==> src/rtl/pipe_hazard_ctrl.sv <==
`default_nettype none
// ============================================================================
// Module   : pipe_hazard_ctrl
// Purpose  : Hazard controller for a 5-stage in-order pipeline. It produces
//            Mealy (same-cycle) stall, flush and bubble controls for load-use
//            hazards, taken branches, jumps and data-memory waits. It also
//            keeps statistics counters and a sticky memory-wait timeout flag.
// Ports    :
//   clk               in   1  rising-edge clock
//   clrn              in   1  asynchronous active-low reset
//   load_depen        in   1  ID instruction depends on a load in EXE
//   exe_condition_jmp in   1  conditional branch in EXE
//   btaken            in   1  branch condition resolved true
//   id_jump           in   1  unconditional jump decoded in ID
//   mem_busy          in   1  data memory not ready (freeze pipeline)
//   clr_stats         in   1  synchronous clear of stall_cnt / flush_cnt
//   pc_we             out  1  PC write enable
//   ifid_we           out  1  IF/ID write enable
//   ifid_flush        out  1  load NOP into IF/ID
//   idexe_bubble      out  1  load NOP into ID/EXE
//   pipe_hold         out  1  freeze EXE/MEM/WB registers
//   state             out  2  FSM state (00 RUN, 01 LSTALL, 10 MWAIT)
//   stall_cnt         out 16  load-use stall cycles (wraps)
//   flush_cnt         out 16  squashed instruction slots (wraps)
//   timeout           out  1  sticky memory-wait overrun flag
// Revision : 1.0  initial release
// ============================================================================
module pipe_hazard_ctrl (
  input  logic        clk,
  input  logic        clrn,
  input  logic        load_depen,
  input  logic        exe_condition_jmp,
  input  logic        btaken,
  input  logic        id_jump,
  input  logic        mem_busy,
  input  logic        clr_stats,
  output logic        pc_we,
  output logic        ifid_we,
  output logic        ifid_flush,
  output logic        idexe_bubble,
  output logic        pipe_hold,
  output logic [1:0]  state,
  output logic [15:0] stall_cnt,
  output logic [15:0] flush_cnt,
  output logic        timeout
);

  typedef enum logic [1:0] {
    RUN    = 2'b00,
    LSTALL = 2'b01,
    MWAIT  = 2'b10
  } state_t;

  localparam logic [7:0] c_WAIT_MAX = 8'd255;

  state_t      r_state;
  state_t      w_state_nxt;
  logic [7:0]  r_wait_cnt;
  logic [15:0] r_stall_cnt;
  logic [15:0] r_flush_cnt;
  logic        r_timeout;

  logic        w_br_taken;
  logic        w_stall_inc;
  logic [1:0]  w_flush_inc;
  logic        w_wait_load;
  logic        w_wait_inc;

  assign w_br_taken = exe_condition_jmp & btaken;

  // --------------------------------------------------------------------------
  // Next-state and Mealy outputs. Defaults are the "no event" RUN behaviour,
  // which also covers the unreachable 2'b11 encoding.
  // --------------------------------------------------------------------------
  always_comb begin
    pc_we        = 1'b1;
    ifid_we      = 1'b1;
    ifid_flush   = 1'b0;
    idexe_bubble = 1'b0;
    pipe_hold    = 1'b0;
    w_state_nxt  = RUN;
    w_stall_inc  = 1'b0;
    w_flush_inc  = 2'd0;
    w_wait_load  = 1'b0;
    w_wait_inc   = 1'b0;

    case (r_state)
      RUN, LSTALL, MWAIT: begin
        if (r_state == MWAIT && mem_busy) begin
          // Still waiting: branches and hazards are ignored until memory is ready.
          pc_we       = 1'b0;
          ifid_we     = 1'b0;
          pipe_hold   = 1'b1;
          w_state_nxt = MWAIT;
          w_wait_inc  = 1'b1;
        end else if (w_br_taken) begin
          // Squash both younger slots (IF/ID and ID/EXE).
          ifid_flush   = 1'b1;
          idexe_bubble = 1'b1;
          w_flush_inc  = 2'd2;
        end else if (mem_busy) begin
          pc_we       = 1'b0;
          ifid_we     = 1'b0;
          pipe_hold   = 1'b1;
          w_state_nxt = MWAIT;
          w_wait_load = 1'b1;
        end else if (load_depen && r_state != LSTALL) begin
          // LSTALL is only one cycle long, so a held load_depen is not re-stalled.
          pc_we        = 1'b0;
          ifid_we      = 1'b0;
          idexe_bubble = 1'b1;
          w_state_nxt  = LSTALL;
          w_stall_inc  = 1'b1;
        end else if (id_jump) begin
          ifid_flush  = 1'b1;
          w_flush_inc = 2'd1;
        end
      end
      default: ;
    endcase

    // Reset forces a safe NOP-injecting pattern regardless of other inputs.
    if (!clrn) begin
      pc_we        = 1'b0;
      ifid_we      = 1'b0;
      ifid_flush   = 1'b1;
      idexe_bubble = 1'b1;
      pipe_hold    = 1'b0;
    end
  end

  // --------------------------------------------------------------------------
  // State, wait counter and sticky timeout
  // --------------------------------------------------------------------------
  always_ff @(posedge clk or negedge clrn) begin
    if (!clrn) begin
      r_state    <= RUN;
      r_wait_cnt <= 8'd0;
      r_timeout  <= 1'b0;
    end else begin
      r_state <= w_state_nxt;
      if (w_wait_load) begin
        r_wait_cnt <= 8'd1;
      end else if (w_wait_inc && r_wait_cnt != c_WAIT_MAX) begin
        r_wait_cnt <= r_wait_cnt + 8'd1;
      end
      // Set on the same edge the counter arrives at (or sits at) its maximum.
      if (w_wait_inc && r_wait_cnt >= (c_WAIT_MAX - 8'd1)) begin
        r_timeout <= 1'b1;
      end
    end
  end

  // --------------------------------------------------------------------------
  // Statistics counters; clear has priority over increments
  // --------------------------------------------------------------------------
  always_ff @(posedge clk or negedge clrn) begin
    if (!clrn) begin
      r_stall_cnt <= 16'd0;
      r_flush_cnt <= 16'd0;
    end else if (clr_stats) begin
      r_stall_cnt <= 16'd0;
      r_flush_cnt <= 16'd0;
    end else begin
      r_stall_cnt <= r_stall_cnt + {15'd0, w_stall_inc};
      r_flush_cnt <= r_flush_cnt + {14'd0, w_flush_inc};
    end
  end

  assign state     = r_state;
  assign stall_cnt = r_stall_cnt;
  assign flush_cnt = r_flush_cnt;
  assign timeout   = r_timeout;

endmodule
`default_nettype wire

==> config.mk <==
export PLATFORM = sky130hd
export DESIGN_NAME = pipe_hazard_ctrl
export DESIGN_NICKNAME = d
export VERILOG_FILES = /design/src/rtl/pipe_hazard_ctrl.sv
export SDC_FILE = /design/constraint.sdc
export NUM_CORES = 1
export LEC_CHECK = 0
export ABC_CLOCK_PERIOD_IN_PS = 6100
export CAP_MARGIN = 20
export CORE_MARGIN = 10
export CORE_UTILIZATION = 54
export CTS_CLUSTER_SIZE = 25
export DETAILED_ROUTE_END_ITERATION = 6
export GPL_TIMING_DRIVEN = 1
export PLACE_DENSITY = 0.95
export RECOVER_POWER = 25
export SYNTH_ARGS = -nofsm -noshare
export SYNTH_HDL_FRONTEND = slang
export SYNTH_SLANG_ARGS = --single-unit
==> constraint.sdc <==
create_clock -name clk -period 6.1 [get_ports clk]
set_clock_uncertainty 0.15 [all_clocks]
set_input_delay 1.22 -clock clk [delete_from_list [all_inputs] [get_ports clk]]
set_output_delay 1.22 -clock clk [all_outputs]
set_load 0.05 [all_outputs]
==> flow_summary.yaml <==
status:
  status: "finished, final reports clean"
critical_path:
  cp.depth: 4
  reg2reg_depth: 8
  crit_start: "clrn"
  critPathCapture: "ifid_we"
  crit_required_ns: 4.73
  cp.arrival_ns: 3.22
  worstSetupStartpointType: "primary input"
  critical_path.top_delay_family: "buffers and inverters"
  r2r_end: "flush_cnt[15]"
  worstSetupPathType: "primary input to primary output"
  cp_cell_sequence: "clkbuf_1 -> nand2_1 -> nor2_1 -> clkdlybuf4s50_1"
  path_max_fanout: 24
  r2r_start: "state[0]"
  end_kind: "primary output"
  cp_slowest_stage_delay_ns: 0.89
  crit_path_top_delay_cell: "clkbuf_1"
  r2r_slack_ns: 3.54
  crit_buf_inv: 2
clock_tree:
  clock-root-buffer: "clkbuf_8"
  cts_hold_buf: 0
  post_cts.repair.setup_buffers: 0
  cts_buffers: 5
  ctsResizeCount: 0
  cts_tree: "built"
  clk_pin_slew_ns: 0.08
  htreeDepth: 2
  cts_sinks: 43
  clockBufferDepth: 2
  insertion_delay_ns: 0.29
sta:
  setup_viol: 0
  tns_ns: 0
  fin_crit_ns: 4.588
  fmax_ghz: 0.2180
  final-max-slew-violation-count: 0
  timing.final.crit_share_pct: 75.21
  relSlewSlack_pct: 16.52
  grt_setup_unrepaired: "no"
  layout_setup_ws_ns: 1.512
  worst_slew_pin_slew_ns: 1.252
  finalHoldViolations: 0
grt:
  grt_pass1_vias: 1845
  grt_first_pass_wirelength_um: 8583
  grt_max_degree: 36
  grt_usage_pct: 14.50
  overflow: 0
  antenna_found_initial: 0
final_layout:
  num_antenna_cells: 0
  nFillCells: 329
  layout.nets: 292
  drive_gt1_share_pct: 4.317
  stdcell_area_mm2: 0.002788
  area_growth_pct: 25.80
route:
  detail_route.wl_per_cell_um: 15.41
  vias: 1826
  drtAntennaViolNets: 0
  first_pass_iters: 4
  via_per_inst: 5.567
  drt_wl_total_um: 5054
  drc_errors: 0
  drt-initial-drc-count: 113
synthesis:
  yosys.area.top_type: "dfrtp_1"
  syn_avg_cell_area_um2: 9.762
  synth_cell_types: 40
  synth-main-ff-cell: "dfrtp_1"
  ys_seq_elements: 43
  synth_common_cells: "dfrtp_1, nor2_1, nand2_1"
  synthArstFlopShare_pct: 100.0
  yosysMostFrequentCell: "dfrtp_1"
  synth_warnings: 0
  synth_edf_count: 0
  yosysTopAreaCellShare_pct: 48.56
  syn-num-nets: 242
  synth_area_mm2: 0.002216
  postSynthCellCount: 227
  synthTopCellsByArea: "dfrtp_1, xnor2_1, nor2_1"
  seq_area_frac_synth_pct: 48.56
run:
  max-cap-violations: 0
die:
  dieArea_mm2: 0.007066
  die_h_um: 84.06
  io_pins: 48
  die_w_um: 84.06
  core_mm2: 0.004000
  start_util_pct: 55.40
  placementRows: 23
place:
  placed_cell_area_mm2: 0.002711
  dp_slack_ns: 1.653
  io_buffers: 47
  place_hpwl_um: 3782
  gp_routability_congestion: 0.8474
pwr:
  p_leak_uw: 0.001152
  power_density_mw_per_mm2: 200.9
  vdd_drop_max_mv: 0.1590
hold_path:
  hold_path.class: "register to register"
-- through the flow --
| step | total power [uW] | hold WS [ns] | std cells | util (%) |
|---|---|---|---|---|
| final | 560.0 | 0.3250 | 328 | 69.69 |
| after CTS | 565.0 | 0.3268 | 328 | 69.82 |
| after detailed placement | 391.4 | 0.3140 | 320 | 67.78 |
| after floorplan | 361.6 | 0.3383 | 227 | - |
| after global routing | 589.7 | 0.3818 | 328 | 69.69 |
| after global placement | 388.9 | 0.3072 | 320 | 67.78 |
-- flip-flops by register name, summed over array words and instances, names as in the netlist --
name        flops
flush_cnt      16
r_wait_cnt      8
stall_cnt      16
state           2
timeout         1
-- how the worst min path moves through the flow --
stage	start	end	slack, ns	cells after the start
finish	timeout	timeout	0.33	2
detailed placement	timeout	timeout	0.31	2
global route	timeout	timeout	0.38	2
CTS	timeout	timeout	0.33	2
global placement	timeout	timeout	0.31	2
floorplan	r_wait_cnt[3]	r_wait_cnt[3]	0.34	1
-- cells by family after synthesis --
kind of cell               after synthesis  share of synthesized area [%]
buffers and inverters                   13                          3.332
DFF                                     43                          48.56
muxes                                    5                          2.372
and+or+nand+nor                        116                          26.43
adders and majority gates                7                          4.291
xor gates and xnor gates                24                          9.486
AOI/OAI and AO/OA                       19                          5.534
-- tightest hold or removal path: cells and delay by family (launching register included) --
kind	cells	cell delay, ns
compound gates	1	0.05
buf+inv	1	0.04
flops	1	0.35
-- power by group --
group          switching (uW)  internal (uW)
combinational            50.2           27.9
sequential               13.4            294
clock                    94.0           80.5
-- layout make-up --
| class | count | area, um2 | share of cell area, % |
|---|---|---|---|
| Sequential cell | 43 | 1076 | 38.60 |
| Multi-Input combinational cell | 171 | 1066 | 38.24 |
| Timing Repair Buffer | 49 | 475.5 | 17.06 |
| Clock buffer | 7 | 76.32 | 2.738 |
| Tap cell | 50 | 62.56 | 2.244 |
| Inverter | 7 | 26.28 | 0.9426 |
| Clock inverter | 1 | 5.005 | 0.1795 |
-- layer usage --
metal	GRT usage, %	vias to the layer above	wire, um
met3	6.152	6	342
met2	24.76	45	2567
met1	15.68	887	2093
met5	0	-	0
li1	-	888	-
met4	4.718	0	51
-- layout by cell type (no fill, tap or decap), types with 3 or more instances in the layout --
cell type / count
dfrtp_1: 43
ha_1: 6
nor2_1: 33
inv_1: 7
clkbuf_8: 5
nand3_1: 12
xnor2_1: 17
clkbuf_1: 4
nor2b_1: 7
nor3_1: 11
nor4_1: 5
xor2_1: 7
a21oi_1: 7
clkdlybuf4s50_1: 46
o21ai_0: 4
nand4_1: 8
nand2_1: 23
mux2i_1: 3
Note: power is estimated with default switching activity, not from simulation.
